<file path="src/rtl/switch_mcu_ex_branch_resolve.sv">
// Execute-stage branch/jump resolver: condition, target, flush code and fetch redirect handshake.
// Optional statistics counters are built in when SWITCH_MCU_BR_STATS_EN is defined.
module switch_mcu_ex_branch_resolve #(
  parameter int PC_W          = 16,
  parameter int DATA_W        = 8,
  parameter int RESOLVE_CYCLE = 3
) (
  input  logic              in_clk,
  input  logic              in_rst,
  input  logic [3:0]        in_cycle_cnt,
  input  logic              in_valid,
  input  logic              in_stall,
  input  logic [2:0]        in_br_op,
  input  logic [DATA_W-1:0] in_opa,
  input  logic [DATA_W-1:0] in_opb,
  input  logic [PC_W-1:0]   in_pc,
  input  logic [7:0]        in_offset,
  input  logic [PC_W-1:0]   in_reg_target,
  input  logic              in_redirect_ack,
`ifdef SWITCH_MCU_BR_STATS_EN
  input  logic              in_stats_clr,
  output logic [15:0]       out_taken_cnt,
  output logic [15:0]       out_flush_cyc_cnt,
`endif
  output logic [1:0]        out_flush,
  output logic              out_redirect_valid,
  output logic [PC_W-1:0]   out_redirect_pc,
  output logic              out_overrun
);

  localparam logic [3:0] RES_CNT   = 4'(RESOLVE_CYCLE);
  localparam logic [3:0] FLUSH_CNT = 4'd4;

  localparam logic [1:0] FLUSH_DISABLE = 2'd0;
  localparam logic [1:0] FLUSH_CYCLE1  = 2'd1;
  localparam logic [1:0] FLUSH_CYCLE2  = 2'd2;

  localparam logic [2:0] OP_BEQ  = 3'b001;
  localparam logic [2:0] OP_BNE  = 3'b010;
  localparam logic [2:0] OP_BLTU = 3'b011;
  localparam logic [2:0] OP_BGEU = 3'b100;
  localparam logic [2:0] OP_JMP  = 3'b101;
  localparam logic [2:0] OP_JR   = 3'b110;

  typedef enum logic {ST_IDLE, ST_REQ} state_t;

  // Saturating 16-bit accumulate used by the statistics counters.
  function automatic logic [15:0] sat_add16(input logic [15:0] acc, input logic [1:0] inc);
    logic [16:0] sum;
    sum = {1'b0, acc} + {15'd0, inc};
    return sum[16] ? 16'hFFFF : sum[15:0];
  endfunction

  logic signed [PC_W-1:0] offset_ext_p0;
  logic [PC_W-1:0]        target_p0;
  logic                   taken_p0;
  logic                   jump_p0;
  logic                   resolve_p0;
  logic                   take_p0;
  logic [1:0]             flush_code_p0;

  state_t                 state_p1;
  state_t                 state_nxt;
  logic                   load_pc;
  logic                   overrun_set;
  logic [1:0]             flush_p1;
  logic [PC_W-1:0]        redir_pc_p1;
  logic                   overrun_p1;

  // Stage p0: combinational resolve of the instruction presented at the resolve phase
  assign offset_ext_p0 = {{(PC_W-8){in_offset[7]}}, in_offset};
  assign resolve_p0    = (in_cycle_cnt == RES_CNT) && in_valid && !in_stall;
  assign take_p0       = resolve_p0 && taken_p0;

  always_comb begin
    taken_p0 = 1'b0;
    jump_p0  = 1'b0;
    case (in_br_op)
      OP_BEQ:  taken_p0 = (in_opa == in_opb);
      OP_BNE:  taken_p0 = (in_opa != in_opb);
      OP_BLTU: taken_p0 = (in_opa <  in_opb);
      OP_BGEU: taken_p0 = (in_opa >= in_opb);
      OP_JMP, OP_JR: begin
        taken_p0 = 1'b1;
        jump_p0  = 1'b1;
      end
      default: taken_p0 = 1'b0;
    endcase
  end

  always_comb begin
    target_p0 = in_pc + PC_W'(1) + offset_ext_p0;
    if (in_br_op == OP_JR)
      target_p0 = in_reg_target;
  end

  always_comb begin
    flush_code_p0 = FLUSH_DISABLE;
    if (taken_p0)
      flush_code_p0 = jump_p0 ? FLUSH_CYCLE1 : FLUSH_CYCLE2;
  end

  // Redirect FSM: a taken resolve while a request is pending replaces the target
  always_comb begin
    state_nxt   = state_p1;
    load_pc     = 1'b0;
    overrun_set = 1'b0;
    case (state_p1)
      ST_IDLE: begin
        if (take_p0) begin
          load_pc   = 1'b1;
          state_nxt = ST_REQ;
        end
      end
      ST_REQ: begin
        if (take_p0) begin
          load_pc     = 1'b1;
          overrun_set = !in_redirect_ack;
        end else if (in_redirect_ack) begin
          state_nxt = ST_IDLE;
        end
      end
      default: state_nxt = ST_IDLE;
    endcase
  end

  // Stage p1: registered flush code, redirect request and sticky overrun
  always_ff @(posedge in_clk or negedge in_rst) begin
    if (!in_rst) begin
      state_p1    <= ST_IDLE;
      flush_p1    <= FLUSH_DISABLE;
      redir_pc_p1 <= '0;
      overrun_p1  <= 1'b0;
    end else begin
      state_p1 <= state_nxt;
      if (resolve_p0)
        flush_p1 <= flush_code_p0;
      else if (in_cycle_cnt == FLUSH_CNT)
        flush_p1 <= FLUSH_DISABLE;
      if (load_pc)
        redir_pc_p1 <= target_p0;
      if (overrun_set)
        overrun_p1 <= 1'b1;
    end
  end

  assign out_flush          = flush_p1;
  assign out_redirect_valid = (state_p1 == ST_REQ);
  assign out_redirect_pc    = redir_pc_p1;
  assign out_overrun        = overrun_p1;

`ifdef SWITCH_MCU_BR_STATS_EN
  logic [15:0] taken_cnt_p1;
  logic [15:0] flush_cyc_cnt_p1;

  // Clear wins over a same-edge increment
  always_ff @(posedge in_clk or negedge in_rst) begin
    if (!in_rst) begin
      taken_cnt_p1     <= '0;
      flush_cyc_cnt_p1 <= '0;
    end else if (in_stats_clr) begin
      taken_cnt_p1     <= '0;
      flush_cyc_cnt_p1 <= '0;
    end else if (take_p0) begin
      taken_cnt_p1     <= sat_add16(taken_cnt_p1, 2'd1);
      flush_cyc_cnt_p1 <= sat_add16(flush_cyc_cnt_p1, flush_code_p0);
    end
  end

  assign out_taken_cnt     = taken_cnt_p1;
  assign out_flush_cyc_cnt = flush_cyc_cnt_p1;
`endif

endmodule

</file>
<file path="config.mk">
export PLATFORM = sky130hd
export DESIGN_NAME = switch_mcu_ex_branch_resolve
export DESIGN_NICKNAME = d
export VERILOG_FILES = /design/src/rtl/switch_mcu_ex_branch_resolve.sv
export SDC_FILE = /design/constraint.sdc
export NUM_CORES = 1
export LEC_CHECK = 0
export ABC_AREA = 1
export CAP_MARGIN = 0
export CORE_ASPECT_RATIO = 1.1
export CORE_UTILIZATION = 40
export DETAILED_ROUTE_END_ITERATION = 10
export PLACE_DENSITY = 0.74
export SYNTH_ARGS = -nofsm -noshare
export SYNTH_HDL_FRONTEND = slang
export SYNTH_SLANG_ARGS = --single-unit
</file>
<file path="constraint.sdc">
create_clock -name in_clk -period 0.8 [get_ports in_clk]
set_input_delay 0.24 -clock in_clk [delete_from_list [all_inputs] [get_ports in_clk]]
set_output_delay 0.24 -clock in_clk [all_outputs]
set_load 0.03 [all_outputs]
</file>
Word level (Yosys, flattened, before mapping)
Index checks and enable logic that the tools add are counted.
- flip-flop bits (word level): 20
- bits in latches: 0
- memory bits (writable): 0
- ROM bits: 0
- input port bits: 68
- word-level logic and storage cells: 39
- memories: 0
- $add $sub $neg: 2
- $mul: 0
- div/mod/pow operators: 0
- magnitude comparators: 2
- eq/ne operators: 10
- shift-type cells: 0
- multiplexer cells: 13
- bitwise logic cells: 1
- reduce and logical (&&, ||, !) cells: 7
- operators by type and width (kind ; number):
    $add A16 B1 Y16 const B ; 1
    $add A16 B16 Y16 ; 1
    $mux W16 ; 1
    $eq A3 B3 Y1 const B ; 3
    $eq A8 B8 Y1 ; 1
    $ge A8 B8 Y1 ; 1
    $lt A8 B8 Y1 ; 1
    $mux W2 ; 4
    $ne A8 B8 Y1 ; 1
    $eq A3 B2 Y1 const B ; 2
    $mux W1 ; 6
    $pmux W1 S5 ; 1
    $eq A4 B2 Y1 const B ; 1
    $eq A4 B3 Y1 const B ; 1
    $eq A3 B1 Y1 const B ; 1
    $logic_and A1 B1 Y1 ; 3
    $logic_not A1 Y1 ; 2
    $pmux W1 S2 ; 1
    $reduce_bool A2 Y1 ; 1
    $reduce_or A2 Y1 ; 1
    $not A1 Y1 ; 1

Depth between registers and ports, before layout
Gate-level depths: netlist (run 1).
- depth after elaboration: 6
- depth in mapped cells: 16
- gate-level depth less buffers: 15

Worst setup path after synthesis (run 1)
No wires, ideal clock.
- path type: in2reg
- from: input port in_pc[0]
- to: register redir_pc_p1[4], in the netlist out_redirect_pc[4]
- setup time: 0.116 ns
- arrival time: 1.540 ns
- setup slack: -0.857 ns
- stages on the path: 11
- path buffers: 0
- path through: inv_1 ha_1 inv_1 fa_1 nand3_1 nand3_1 or2_2 nand3_1 nand2_1 nand2_1 nand2_1
- cells in the longest elaborated chain, start to end: 3
- RTL lines (element ; line ; RTL):
    from (decl) ; 16 ; input logic [PC_W-1:0] in_pc,
    $add A16 B1 Y16 ; 92 ; target_p0 = in_pc + PC_W'(1) + offset_ext_p0;
    $add A16 B16 Y16 ; 92 ;
    $mux W16 ; 93 ; if (in_br_op == OP_JR)
    to (signal assigned) ; 141 ; redir_pc_p1 <= target_p0;
    to (decl) ; 67 ; logic [PC_W-1:0] redir_pc_p1;
No other way between the ends.
A chain may end at the register's enable or synchronous reset.

Worst setup path in the final report (run 1)
- from: input port in_opa[1]
- to: register flush_p1[1], in the netlist out_flush[1]
- cells in the longest elaborated chain, start to end: 4
- elaborated cells on any way between the ends: 7
- classes of those cells: 2 x order compare; 2 x eq/ne; 3 x mux
- RTL lines (element ; line ; RTL):
    from (decl) ; 14 ; input logic [DATA_W-1:0] in_opa,
    $ge A8 B8 Y1 (tied with other cells) ; 82 ; OP_BGEU: taken_p0 = (in_opa >= in_opb);
    $pmux W1 S5 (*) ; 78 ; case (in_br_op)
    $mux W2 (*) ; 99 ; if (taken_p0)
    $mux W2 (*) ; 136 ; if (resolve_p0)
    to (signal assigned) ; 137 ; flush_p1 <= flush_code_p0;
    to (decl) ; 66 ; logic [1:0] flush_p1;
Every way passes the cells marked *; elsewhere a longest branch is shown, timed or not.

==> results of run 1 <==
[flip-flops by register name, summed over array words and instances (netlist names)]
name,cells
out_overrun,1
out_redirect_pc,16
out_redirect_valid,1
out_flush,2
[how the worst max path moves through the flow]
| stage | startpoint | endpoint | slack (ns) | depth (start not counted) |
|---|---|---|---|---|
| 4_1_cts | in_opb[6] | out_redirect_pc[1]$_DFFE_PN0P_ | -0.66 | 13 |
| 3_5_place_dp | in_opb[5] | out_redirect_pc[1]$_DFFE_PN0P_ | -1.51 | 12 |
| 6_report | in_opa[1] | out_flush[1]$_DFFE_PN0P_ | -0.70 | 15 |
| 2_1_floorplan | in_offset[0] | out_redirect_pc[4]$_DFFE_PN0P_ | -0.70 | 11 |
| 5_1_grt | in_opb[3] | out_redirect_pc[6]$_DFFE_PN0P_ | -0.79 | 14 |
| 3_3_place_gp | in_offset[7] | out_redirect_pc[12]$_DFFE_PN0P_ | -1.45 | 11 |
[through the flow]
stage	TNS, ns	hold slack, ns	power (mW)	utilization
after floorplan	-12.72	-0.0556	2.66	-
after global placement	-27.71	0.466	3.75	0.678
after detailed placement	-28.61	0.464	3.79	0.678
after CTS	-17.36	0.320	5.31	0.801
after global routing	-20.17	0.335	5.96	0.836
final	-17.84	0.319	5.63	0.836
[power by group through the flow]
stage	Clock [mW]	Combinational [mW]	Sequential [mW]
after floorplan	0	1.08	1.57
after global placement	0	2.48	1.27
after detailed placement	0	2.52	1.27
after CTS	1.01	3.02	1.28
after global routing	1.05	3.60	1.30
final	0.998	3.35	1.28
[cell type report]
type,count,area [um2],area share
Antenna cell,1,2.50,0.000544
Inverter,67,303,0.0659
Timing Repair Buffer,146,1400,0.304
Sequential cell,20,500,0.109
Clock inverter,1,30.0,0.00653
Tap cell,75,93.8,0.0204
Clock buffer,3,41.3,0.00898
Multi-Input combinational cell,287,2230,0.484
[kinds of logic after synthesis]
group / after synthesis
AO/OA/AOI/OAI: 27
flip-flops: 20
adder cells (fa/ha/maj): 24
buffers and inverters: 72
multiplexers: 3
XOR/XNOR: 4
AND/OR/NAND/NOR: 226
[cell usage after synthesis, drive strengths merged (2+ instances only)]
cell type	number
a21o	2
a21oi	15
and2	2
buf	5
dfrtp	20
ha	23
inv	67
mux2i	3
nand2	170
nand3	29
nand4	3
nor2	16
o21ai	9
or2	3
xnor2	2
xor2	2
[per-layer routing]
layer,track usage,vias to the layer above,part of all wire
li1,-,1465,-
met1,0.300,1333,0.38
met2,0.554,85,0.57
met3,0.0376,16,0.035
met4,0.0849,0,0.018
met5,0,-,0
[timing repair]
action	in CTS	in global routing
cloned	4	0
gates resized for setup	240	44
pin swaps	66	38
setup buffers	14	9
setup endpoints to repair	40	40
==> reports/metrics.yaml, run 1 <==
run_status:
  status: "finished with violations"
  violations: "setup timing"
cts:
  cts_buffers: 3
  htreeDepth: 1
  cts_tree: "done"
  path_clk_slew_ns: 0.07
  cts-root-buf: "clkbuf_8"
  ctsHoldBuffers: 0
  cts_sinks: 20
  clockBufferDepth: 2
  insertion_delay_ns: 0.25
routing:
  vias_per_cell: 4.83
  wire_per_inst_um: 14.1
  drt-initial-drc-count: 82
  drc: 0
  drt_wl_total_mm: 8.47
  vias: 2899
  first_pass_iters: 4
  antenna_left: 0
placed_design:
  post_dp_cell_area_um2: 3730
  place_inst: 569
  gp_congestion: 0.933
  dp_hpwl_mm: 5.35
  dp_slack_ns: -1.51
  numPortBuffers: 87
layout:
  nets: 617
  drive_gt1_frac: 0.481
  final_common_cell: "nand2_1"
  post-route-cell-area_um2: 4600
  mostFrequentLayoutCells: "nand2_1, buf_4, inv_1, nand2_2, buf_6"
  final-instance-count-excl-fill: 600
  area_growth_syn_to_layout_pct: 96.5
  n_fill_cell: 336
yosys:
  ys.flop_type: "dfrtp_1"
  synthesis.area_um2: 2340
  synth-warning-count: 0
  ys_ff_latch: 20
  synth_cell_types: 32
  yosys.area_share.xor_xnor: 0.0150
  synthMuxAreaShare: 0.0128
  synth_nets: 468
  synth_edf_count: 0
  synthAdderAreaFrac: 0.132
  synth_cells: 376
  seq_area_frac_synth: 0.214
  async_flop_share: 1.00
  synth_top_cell_area_share: 0.250
  yosysTopAreaCell: "nand2_1"
  synthTopCellsByArea: "nand2_1, dfrtp_1, ha_1"
  syn_avg_cell_area_um2: 6.22
  synth_compound_area_frac: 0.0770
  synth_top_family_by_area: "simple AND/OR/NAND/NOR gates"
  synthSimpleGateAreaFrac: 0.420
timing:
  finalCritPeriodShare: 1.87
  setup-violations-final: 40
  worst_clock_skew_ns: 0.000192
  worst_pin_slew_ns: 0.281
  post-route-min-period_ns: 1.50
  max_freq_ghz: 0.669
  slew_viol_final: 0
  rsz0062_at_grt: "yes"
  setup_slack_ns: -0.695
  hold_viol: 0
  slew_headroom: 0.812
floorplan:
  start_util: 0.425
  fp.coreArea_um2: 5500
  fp-row-count: 28
  die_y_um: 82.2
  dieArea_um2: 6160
  fp.dieW_um: 74.9
  io_pins: 88
power_and_ir_drop:
  vdd_ir_drop_max_mv: 0.864
  leakagePower_nw: 2.37
  p_sw_mw: 2.15
  switching_share: 0.382
  power_frac_clock: 0.177
  p_per_area_nw_per_um2: 1220
  seq_power_share: 0.228
  combPwrFrac: 0.595
  internal_power_mw: 3.48
critical_path:
  required_ns: 0.95
  critPathLaunchType: "primary input"
  crit_family: "simple AND/OR/NAND/NOR gates"
  r2r_start: "out_redirect_pc[12]$_DFFE_PN0P_"
  ff2ff_setup_slack_ns: -0.06
  crit_chain: "buf_2 -> ha_4 -> nand2_2 -> nand2_1 -> nand2_1 -> nand2_1 -> nand2_2 -> nand2_1 -> nand2_1 -> nand2_2 -> buf_6 -> nand2_8 -> buf_4 -> nand3_2 -> nand2_1"
  crit_top_cell: "nand2_1"
  crit_path_max_fanout: 5
  cp_data_arrival_time_ns: 1.65
  end_kind: "flop"
  slowest_stage: "ha_4"
  r2r-end: "out_redirect_pc[12]$_DFFE_PN0P_"
  max_stage_delay_ns: 0.28
  r2r_cells: 4
  cp_num_buf_inv: 3
  worstSetupPathType: "primary input to flop"
global_route:
  grt_pass1_wl_mm: 13.2
  grt_pass1_vias: 2968
  antenna_found_initial: 1
  gr-usage-all-layers: 0.279
  grt_overflow: 0
  grt_max_degree: 21
min_path:
  hp-class: "primary input to asynchronous set/reset pin"
flow_run:
  drv_cap: 0
Power figures use the tool's default switching activity.
==> run 2, diff against run 1 <==
--- a/config.mk
+++ b/config.mk
@@ -10,7 +10,7 @@
 export CORE_ASPECT_RATIO = 1.1
 export CORE_UTILIZATION = 40
 export DETAILED_ROUTE_END_ITERATION = 10
-export PLACE_DENSITY = 0.74
+export DONT_BUFFER_PORTS = 1
 export SYNTH_ARGS = -nofsm -noshare
 export SYNTH_HDL_FRONTEND = slang
 export SYNTH_SLANG_ARGS = --single-unit
==> run 2 against run 1 <==
The flow finishes with violations (hold timing, setup timing); first-iteration DRC count decreased by 2.4%; non-clock buffer count fell by 116; sequential power grew 27%; via count is 21% lower; cell count fell by 20%; sequential share of layout area grew 5.0 points; critical path depth down 4; combinational power is 50% lower; power down 28%; routed wire length fell by 28%.
==> reports/metrics.yaml, run 2 (synthesis gave the netlist of run 1 again) <==
run_status:
  status: "finished with violations"
  violations: "hold timing, setup timing"
cts:
  ctsHoldBuffers: 1  # +1
  htreeDepth: 1  # unchanged
  cts_tree: "done"
  clockBufferDepth: 2  # unchanged
  cts_sinks: 20  # unchanged
  cts-root-buf: "clkbuf_8"
  path_clk_slew_ns: 0.07  # about the same
  insertion_delay_ns: 0.26  # about the same
  cts_buffers: 3  # unchanged
power_and_ir_drop:
  leakagePower_nw: 1.69  # -29%
  p_per_area_nw_per_um2: 1240  # +1.4%
  power_mw: 4.08  # -28%
  vdd_ir_drop_max_mv: 0.995  # +15%
critical_path:
  crit_family: "simple AND/OR/NAND/NOR gates"
  cp_num_buf_inv: 2  # -1
  crit_chain: "inv_12 -> ha_4 -> nand2_2 -> nor2_4 -> nand3_2 -> a21oi_4 -> nand2_4 -> a21oi_4 -> buf_12 -> nand2_1 -> nand2_1"
  crit_path_max_fanout: 12  # +7
  ff2ff_setup_slack_ns: 0.05  # +0.11 ns
  end_kind: "flop"
  r2r_start: "out_redirect_pc[1]$_DFFE_PN0P_"
  max_stage_delay_ns: 0.25  # -0.03 ns
  critPathLaunchType: "primary input"
  required_ns: 1.00  # +0.05 ns
  r2r_cells: 2  # -2
  r2r-end: "out_redirect_pc[1]$_DFFE_PN0P_"
  slowest_stage: "ha_4"
  cp_data_arrival_time_ns: 1.53  # -0.12 ns
  worstSetupPathType: "primary input to flop"
floorplan:
  fp.dieW_um: 74.9  # unchanged
  dieArea_um2: 6160  # unchanged
  start_util: 0.425  # unchanged
  io_pins: 88  # unchanged
  die_y_um: 82.2  # unchanged
  fp.coreArea_um2: 5500  # unchanged
  fp-row-count: 28  # unchanged
global_route:
  grt_pass1_vias: 2168  # -27%
  grt_max_degree: 21  # unchanged
  gr-usage-all-layers: 0.198  # -0.0810
  grt_overflow: 0  # unchanged
  grt_pass1_wl_mm: 9.38  # -29%
  antenna_found_initial: 0  # -1
timing:
  setup_slack_ns: -0.526  # +0.169 ns
  post-route-min-period_ns: 1.33  # -0.169 ns
  finalCritPeriodShare: 1.66  # -0.211
  rsz0062_at_grt: "yes"
  worst_pin_slew_ns: 0.582  # +0.301 ns
  setup-violations-final: 40  # unchanged
  slew_headroom: 0.612  # -0.201
  slew_viol_final: 0  # unchanged
  worst_clock_skew_ns: 0.000303  # +0.000111 ns
  max_freq_ghz: 0.754  # +13%
  holdWs_ns: -0.0726  # -0.392 ns
  setup_tns_ns: -13.45  # +4.39 ns
  hold_viol: 20  # +20
layout:
  mostFrequentLayoutCells: "nand2_1, inv_1, nand2_2, buf_4"
  multi_input_area_um2: 2000  # -10%
  area_growth_syn_to_layout_pct: 40.4
  final_common_cell: "nand2_1"
  drive_gt1_frac: 0.375  # -0.106
  num_antenna_cells: 0  # -1
  nets: 501  # -19%
  n_fill_cell: 535  # +59%
  regArea_um2: 523  # +4.5%
  largest_reg_flops: 16  # unchanged
routing:
  vias: 2286  # -21%
  drc: 0  # unchanged
  first_pass_iters: 4  # unchanged
  antenna_left: 0  # unchanged
  wire_per_inst_um: 12.6  # -11%
  drt_wl_total_mm: 6.07  # -28%
  drt-initial-drc-count: 80  # -2.4%
  vias_per_cell: 4.73  # -2.0%
flow_run:
  drv_cap: 0  # unchanged
min_path:
  hp-class: "primary input to asynchronous set/reset pin"
placed_design:
  numPortBuffers: 0  # -100%
  gp_congestion: 0.843  # -9.6%
  dp_hpwl_mm: 4.73  # -12%
  dp_slack_ns: -0.864  # +0.644 ns
==> run 2: changes by cell type in the layout (fill, tap and decap cells not counted), sizes merged <==
cell,previous run,this run
buf,100,29
diode,1,0
clkinvlp,1,0
bufinv,1,0
clkbuf,4,5
dlygate4sd2,20,0
clkdlybuf4s50,19,0
clkdlybuf4s15,6,0
clkinv,0,1
==> run 2: area by class of cell <==
cell class	instances	area share
Multi-Input combinational cell	287	0.608
Sequential cell	20	0.159
Tap cell	75	0.0286
Inverter	67	0.101
Clock buffer	4	0.0168
Timing Repair Buffer	30	0.0865
==> run 2: layer usage <==
layer / track usage / up-vias / part of all wire
met2: 0.348 / 56 / 0.49
met3: 0.0267 / 11 / 0.049
li1: - / 1226 / -
met5: 0 / - / 0
met4: 0.0736 / 0 / 0.020
met1: 0.245 / 993 / 0.44
==> run 2: metrics by stage <==
| stage | hold slack [ns] | util | instances | cell area, um2 |
|---|---|---|---|---|
| 6_report | -0.0726 | 0.597 | 483 | 3280 |
| 5_1_grt | -0.0338 | 0.597 | 483 | 3280 |
| 4_1_cts | 0.174 | 0.557 | 480 | 3070 |
| 2_1_floorplan | -0.0556 | - | 376 | 2560 |
| 3_3_place_gp | -0.0552 | 0.517 | 472 | 2840 |
| 3_5_place_dp | -0.0552 | 0.517 | 472 | 2840 |
==> run 2: report_power, final <==
part           internal, mW  leakage [nW]  switching [mW]  total, mW
sequential             1.19         0.242           0.437       1.63
clock                 0.438        0.0288           0.327      0.765
combinational         0.772          1.41           0.910       1.68
total                  2.40          1.69            1.67       4.08
==> run 2: how the worst max path moves through the flow <==
stage	cells past startpoint	from	end	slack (ns)
floorplan	11	in_offset[0]	out_redirect_pc[4]$_DFFE_PN0P_	-0.70
global placement	11	in_pc[9]	out_redirect_pc[14]$_DFFE_PN0P_	-0.82
detailed placement	11	in_opa[0]	out_redirect_pc[1]$_DFFE_PN0P_	-0.86
CTS	11	in_opb[1]	out_redirect_pc[1]$_DFFE_PN0P_	-0.50
global route	11	in_offset[0]	out_redirect_pc[6]$_DFFE_PN0P_	-0.59
finish	11	in_opb[5]	out_redirect_pc[6]$_DFFE_PN0P_	-0.53
==> run 2: worst register-to-register path: stages, from the launching register on <==
cell	delay, ns
dfrtp_2	0.49
nand2_2	0.10
o21ai_2	0.05
==> run 2: repair_timing <==
action                                 4_1_cts  5_1_grt
setup buffers                                2        1
endpoints found under the hold margin       20       20
resized for setup                           35       53
pin swaps                                    6        9
setup endpoints to repair                   40       60
cloned                                       1        2
